==> src/rtl/lcd_glyph_sequencer.sv <==
// Renders a row of font codes through the external glyph decoder and streams each
// 16x16 bitmap to the graphic LCD write port as 32 page/column-addressed bytes.
module lcd_glyph_sequencer #(
  parameter int N_CHARS = 8
) (
  input  logic                   clk,
  input  logic                   rst_n,
  input  logic                   start,
  input  logic [6*N_CHARS-1:0]   chars,
  output logic [5:0]             bcd,
  input  logic [255:0]           mark,
  output logic                   lcd_valid,
  input  logic                   lcd_ready,
  output logic [7:0]             lcd_data,
  output logic [2:0]             lcd_page,
  output logic [6:0]             lcd_col,
  output logic                   busy,
  output logic                   done
);

  localparam int IDX_W = (N_CHARS > 1) ? $clog2(N_CHARS) : 1;
  localparam logic [IDX_W-1:0] LAST_IDX = IDX_W'(N_CHARS - 1);

  localparam logic [1:0] S_IDLE = 2'd0;
  localparam logic [1:0] S_LOAD = 2'd1;
  localparam logic [1:0] S_SEND = 2'd2;
  localparam logic [1:0] S_DONE = 2'd3;

  logic [1:0]           state;
  logic [6*N_CHARS-1:0] chars_q;
  logic [IDX_W-1:0]     char_idx;
  logic [IDX_W-1:0]     idx_nxt;
  logic [4:0]           byte_idx;
  logic [4:0]           k_nxt;
  logic [4:0]           slot;
  logic [255:0]         glyph;

  assign idx_nxt = char_idx + 1'b1;
  assign k_nxt   = byte_idx + 5'd1;
  assign slot    = 5'(char_idx);

  // Eight glyphs per text row; each text row spans two LCD pages.
  function automatic logic [2:0] page_of(input logic [4:0] s, input logic [4:0] k);
    return {s[4:3], k[4]};
  endfunction

  function automatic logic [6:0] col_of(input logic [4:0] s, input logic [4:0] k);
    return {s[2:0], k[3:0]};
  endfunction

  always_ff @(posedge clk or negedge rst_n) begin
    if (!rst_n) begin
      state     <= S_IDLE;
      chars_q   <= '0;
      char_idx  <= '0;
      byte_idx  <= '0;
      glyph     <= '0;
      bcd       <= '0;
      lcd_valid <= 1'b0;
      lcd_data  <= '0;
      lcd_page  <= '0;
      lcd_col   <= '0;
      busy      <= 1'b0;
      done      <= 1'b0;
    end else begin
      case (state)
        S_IDLE: begin
          if (start) begin
            chars_q  <= chars;
            char_idx <= '0;
            bcd      <= chars[5:0];
            busy     <= 1'b1;
            state    <= S_LOAD;
          end
        end
        S_LOAD: begin
          // The decoder has had a full cycle to settle on bcd.
          glyph     <= mark;
          byte_idx  <= '0;
          lcd_valid <= 1'b1;
          lcd_data  <= mark[7:0];
          lcd_page  <= page_of(slot, 5'd0);
          lcd_col   <= col_of(slot, 5'd0);
          state     <= S_SEND;
        end
        S_SEND: begin
          if (lcd_ready) begin
            if (byte_idx != 5'd31) begin
              byte_idx <= k_nxt;
              lcd_data <= glyph[8*int'(k_nxt) +: 8];
              lcd_page <= page_of(slot, k_nxt);
              lcd_col  <= col_of(slot, k_nxt);
            end else begin
              lcd_valid <= 1'b0;
              if (char_idx != LAST_IDX) begin
                char_idx <= idx_nxt;
                bcd      <= chars_q[6*int'(idx_nxt) +: 6];
                state    <= S_LOAD;
              end else begin
                done  <= 1'b1;
                busy  <= 1'b0;
                state <= S_DONE;
              end
            end
          end
        end
        default: begin
          done  <= 1'b0;
          state <= S_IDLE;
        end
      endcase
    end
  end

endmodule
==> config.mk <==
export PLATFORM = sky130hd
export DESIGN_NAME = lcd_glyph_sequencer
export DESIGN_NICKNAME = d
export VERILOG_FILES = /design/src/rtl/lcd_glyph_sequencer.sv
export SDC_FILE = /design/constraint.sdc
export NUM_CORES = 1
export LEC_CHECK = 0
export CAP_MARGIN = 20
export CELL_PAD_IN_SITES_DETAIL_PLACEMENT = 0
export CELL_PAD_IN_SITES_GLOBAL_PLACEMENT = 2
export CORE_MARGIN = 3
export CORE_UTILIZATION = 32
export DETAILED_ROUTE_END_ITERATION = 10
export PLACE_DENSITY_LB_ADDON = 0.1
export SETUP_SLACK_MARGIN = 0.3
export SYNTH_ARGS = -nofsm -noshare
export SYNTH_HDL_FRONTEND = slang
export SYNTH_SLANG_ARGS = --single-unit
==> constraint.sdc <==
create_clock -name clk -period 3 [get_ports clk]
set_input_delay 0.75 -clock clk [delete_from_list [all_inputs] [get_ports clk]]
set_output_delay 0.75 -clock clk [all_outputs]
set_load 0.1 [all_outputs]
; Yosys cells after proc, flatten, opt, wreduce, memory -nomap -nowiden
; Cells that the tools add are included.
[totals]
reg_bits = 341
latch_bits = 0
ramBits = 0
mem_bits_ro = 0
in_bits = 308
wordCells = 78
mem_count = 0
[op_classes]
add_sub_neg = 2
multipliers = 1
div = 0
magnitude_cmp = 0
eq_ne = 10
shifts = 2
mux = 39
n_bitwise = 1
reduce_logical = 11
[ops]
columns = cell, count
row1 = variable part select 256 x 9 -> 8 bit, 1
row2 = variable part select 48 x 7 -> 6 bit, 1
row3 = two-way mux 6 bit, 4
row4 = two-way mux 3 bit, 6
row5 = two-way mux 8 bit, 2
row6 = case mux 8 bit (2 select lines), 1
row7 = two-way mux 7 bit, 2
row8 = case mux 7 bit (2 select lines), 1
row9 = != test 2 bit (second input constant), 6
row10 = case mux 3 bit (2 select lines), 2
row11 = case mux 6 bit (2 select lines), 1
row12 = two-way mux 5 bit, 2
row13 = case mux 5 bit (2 select lines), 1
row14 = AND reduction 5 bit, 2
row15 = two-way mux 1 bit, 9
row16 = AND reduction 3 bit, 3
row17 = two-way mux 2 bit, 4
row18 = case mux 1 bit (2 select lines), 3
row19 = case mux 2 bit (3 select lines), 1
row20 = adder 5 x 1 -> 5 bit (second input constant), 1
row21 = multiplier 2 x 3 -> 5 bit (first input constant), 1
row22 = != test 5 bit (second input constant), 1
row23 = AND reduction 4 bit, 1
row24 = nonzero test 2 bit, 2
row25 = 8 further kinds, 8

; Logic depth before layout (Yosys ltp)
[logic_depth]
ltp_word = 7
mapped_depth = 10
mapped_depth_nobuf = 8

; Worst setup path after synthesis
; Ideal clock, no wire load.
[synth_path]
path_type = register to register
startpoint = reg lcd_col[1] (netlist name)
endpoint = reg lcd_col[5]
setup_ns = 0.125
t_arrival_ns = 2.607
setup_slack_ns = 0.268
path_stages_with_launch = 9
path_cell_list = dfrtp_1 > ha_1 > and3_1 > ha_1 > nand4bb_1 > clkbuf_1 > nand2_1 > buf_2 > mux2_2
[synth_rtl]
columns = item, line
row1 = "end signal, assigned", 83  ; lcd_col <= col_of(slot, 5'd0);
row2 = "end signal, assigned", 92  ; lcd_col <= col_of(slot, k_nxt);
row3 = "end, declared", 16  ; output logic [6:0] lcd_col,

; Final worst setup path
[layout_path]
startpoint = reg lcd_col[0]
endpoint = out lcd_col[0]
; No word-level cell between the ends.

==> run_results.csv <==
group,metric,value,unit
worst_setup_path,crit_path_end_kind,"output port",
synthesis,synth.top_cell.area_share,54.9,%
final_layout,seq_area,8360,um2
power,clockPowerShare,22.5,%
grt,grt.overflow.total,0,
routing,wl_per_cell,19.9,um
hold_path,hp-class,"input pin to async pin",
synthesis,syn_inst,1529,
grt,grt_max_degree,131,
sta,period_share,83.5,%
placement,place_area,19200,um2
synthesis,avgSynthCellArea,9.96,um2
power,power_switching_share,38.3,%
sta,drv_slew,0,
worst_setup_path,slowest_stage,"buf_12",
routing,avgViaCountPerCell,4.75,
power,p_int,13.5,mW
power,power.leakage,9.45,nW
final_layout,fin_nets,2142,
clock_tree,ctsResizeCount,0,
routing,dr.pass1.iters,5,
sta,period_needed,2.50,ns
clock_tree,cts_buffers,40,
synthesis,yosysSeqAreaShare,54.9,%
clock_tree,cts_tree,"done",
clock_tree,postCtsSetupRepairBufs,0,
synthesis,synth_area,15200,um2
sta,finalSetupViolations,0,
synthesis,yosys.area_share.adder,0.329,%
clock_tree,clk_pin_slew,0.06,ns
power,totalPowerFinal,21.9,mW
placement,dpl.hpwl,34500,um
power,power_frac_comb,41.8,%
routing,ant_nets,0,
power,p_switching,8.39,mW
grt,grt_pass1_vias,12505,
worst_setup_path,max_stage_delay,0.49,ns
clock_tree,cts_buffer_depth,3,
sta,tns,0,ns
synthesis,yosys_warnings,0,
clock_tree,clock-root-buffer,"clkbuf_16",
routing,wirelength,49000,um
synthesis,synthSimpleGateAreaFrac,23.4,%
clock_tree,holdBufCountCts,0,
worst_setup_path,start_kind,"flip-flop",
grt,use_met3,4.10,%
sta,rsz0062_at_grt,"false",
grt,met1_usage,26.8,%
floorplan,io_pins,335,
placement,io_buffers,332,
floorplan,die_height,224,um
power,ir_drop,0.562,mV
floorplan,std_cell_rows,79,
grt,met2_usage,32.0,%
synthesis,synth_area_leaders,"dfrtp_1, nand2_1, mux4_2",
synthesis,synth_top_family_by_area,"simple AND/OR/NAND/NOR gates",
power,p_seq_share,35.7,%
routing,via_count,11721,
worst_setup_path,worstPathRequired,2.25,ns
synthesis,synth_cell_types,38,
sta,hold_slack,0.217,ns
floorplan,dieArea,50300,um2
run_status,status,"complete, no violations",
grt,antenna_found_initial,2,
sta,tightest_slew,0.816,ns
final_layout,final_core_util,44.0,%
synthesis,synth_xor_area_share,0.476,%
placement,gp_congestion,0.775,
synthesis,synthMuxAreaShare,15.4,%
job,cap_violations,0,
floorplan,start_util,32.6,%
final_layout,final.fill_count,4580,
clock_tree,htreeDepth,2,
worst_setup_path,crit_chain,"buf_12, buf_12",
floorplan,core_area,46800,um2
grt,gr-usage-all-layers,19.6,%
synthesis,synth-seq-cells,334,
worst_setup_path,cp_max_fo,68,
final_layout,area_growth,34.9,%
clock_tree,cts.sinks,334,
routing,drtIter0Drc,722,
power,pwr_density_cell,1070,nW/um2
sta,fmax,399,MHz
worst_setup_path,path_class,"flip-flop to output port",
final_layout,layout-drive-gt1-share,13.8,%
final_layout,final_area,20600,um2
synthesis,synthArstFlopShare,100,%
final_layout,multi_input_area,6400,um2
routing,drc_errors,0,
grt,grt.busiest_layer,"met2",
synthesis,synth_edf_count,0,
floorplan,fp.dieW,224,um
grt,grt_pass1_wl,74900,um
synthesis,synth_compound_area_share,1.94,%
worst_setup_path,worstPathArrival,1.75,ns
synthesis,ys.flop_type,"dfrtp_1",
synthesis,synth_top_cell_by_area,"dfrtp_1",
clock_tree,clk_latency,0.54,ns
sta,finalHoldViolCount,0,
worst_setup_path,cp_common_cell,"buf_12",
sta,slew_headroom,45.5,%
sta,finClkSkew,0.0155,ns
Yosys cell counts (2+ instances only):
cell type and count:
nand3_1 85, inv_1 2, mux4_2 76, a22o_1 2, mux2i_1 6, nor2_1 2
a21oi_1 3, nand2_1 786, mux2_2 51, and4_1 8, o22ai_1 8, buf_2 55
buf_12 2, a31oi_1 9, buf_1 9, buf_4 6, o21ai_1 3, dfrtp_1 334
buf_6 3, ha_1 4, nand2b_1 3, clkbuf_1 30, nor3b_2 2, o21ai_0 25
nor2b_1 2
cells by family after synthesis:
group / count (synthesis)
XOR/XNOR: 4
adder cells (fa/ha/maj): 4
flip-flops: 334
AND/OR/NAND/NOR: 894
AO/OA/AOI/OAI: 52
buffers and inverters: 107
multiplexers: 133
other: 1
cell usage in the layout (no fill, tap or decap), types with 9 or more instances in the layout:
| master | Yosys | layout |
|---|---|---|
| clkbuf_1 | 30 | 10 |
| clkbuf_8 | 0 | 10 |
| clkdlybuf4s50_1 | 0 | 306 |
| mux2_2 | 51 | 51 |
| buf_4 | 6 | 40 |
| clkbuf_16 | 0 | 41 |
| mux4_2 | 76 | 76 |
| nand2_1 | 786 | 786 |
| nand3_1 | 85 | 85 |
| buf_12 | 2 | 16 |
| a31oi_1 | 9 | 9 |
| o21ai_0 | 25 | 25 |
| dfrtp_1 | 334 | 332 |
layer usage:
layer	up-vias	routed length, um
met5	-	0
met4	0	988
met3	58	2610
met2	275	23400
met1	5753	22000
li1	5635	-
worst max-delay path: cells and delay by family (launching register included):
kind     cells  cell delay, ns
buf+inv      2            0.75
flops        1            0.44
through the flow:
step                instances  worst slack [ns]
floorplan                1530             0.377
global placement         2395             0.606
detailed placement       2395             0.573
CTS                      2465             0.398
global route             2465             0.366
finish                   2466             0.496
flip-flops by register name (all words and copies together) (netlist names), 2 cells and up:
register and count:
glyph 256, char_idx 3, bcd 6, lcd_data 8, state 2, lcd_col 7
chars_q 48
power groups by stage:
stage	clock (mW)	sequential, mW	combinational [mW]
6_report	4.92	7.82	9.15
5_1_grt	5.26	8.12	10.1
4_1_cts	5.08	7.83	9.37
3_5_place_dp	0	7.89	9.34
3_3_place_gp	0	7.83	9.26
2_1_floorplan	0	8.29	5.55
layout make-up:
class	instances	area share (%)
sequential	334	40.7
multi-input combinational	1089	31.1
timing repair buffer	363	18.0
clock buffer	61	5.84
tap	607	3.70
clock inverter	9	0.584
inverter	2	0.0365
antenna	1	0.0122
final timing paths:
| check | depth (start not counted) | slack, ns | endpoint | startpoint |
|---|---|---|---|---|
| hold / removal | 1 | 0.22 | glyph[105] | rst_n |
| max in group asynchronous | 2 | 1.98 | glyph[93] | rst_n |
| setup reg to reg | 8 | 0.61 | lcd_data[7] | lcd_col[0] |
| setup / recovery | 2 | 0.50 | lcd_col[0] | lcd_col[0] |
| min in group clk | 2 | 0.47 | glyph[27] | glyph[27] |
| hold reg to reg | 2 | 0.47 | glyph[27] | glyph[27] |
No activity file was read; power rests on OpenSTA's default activity.
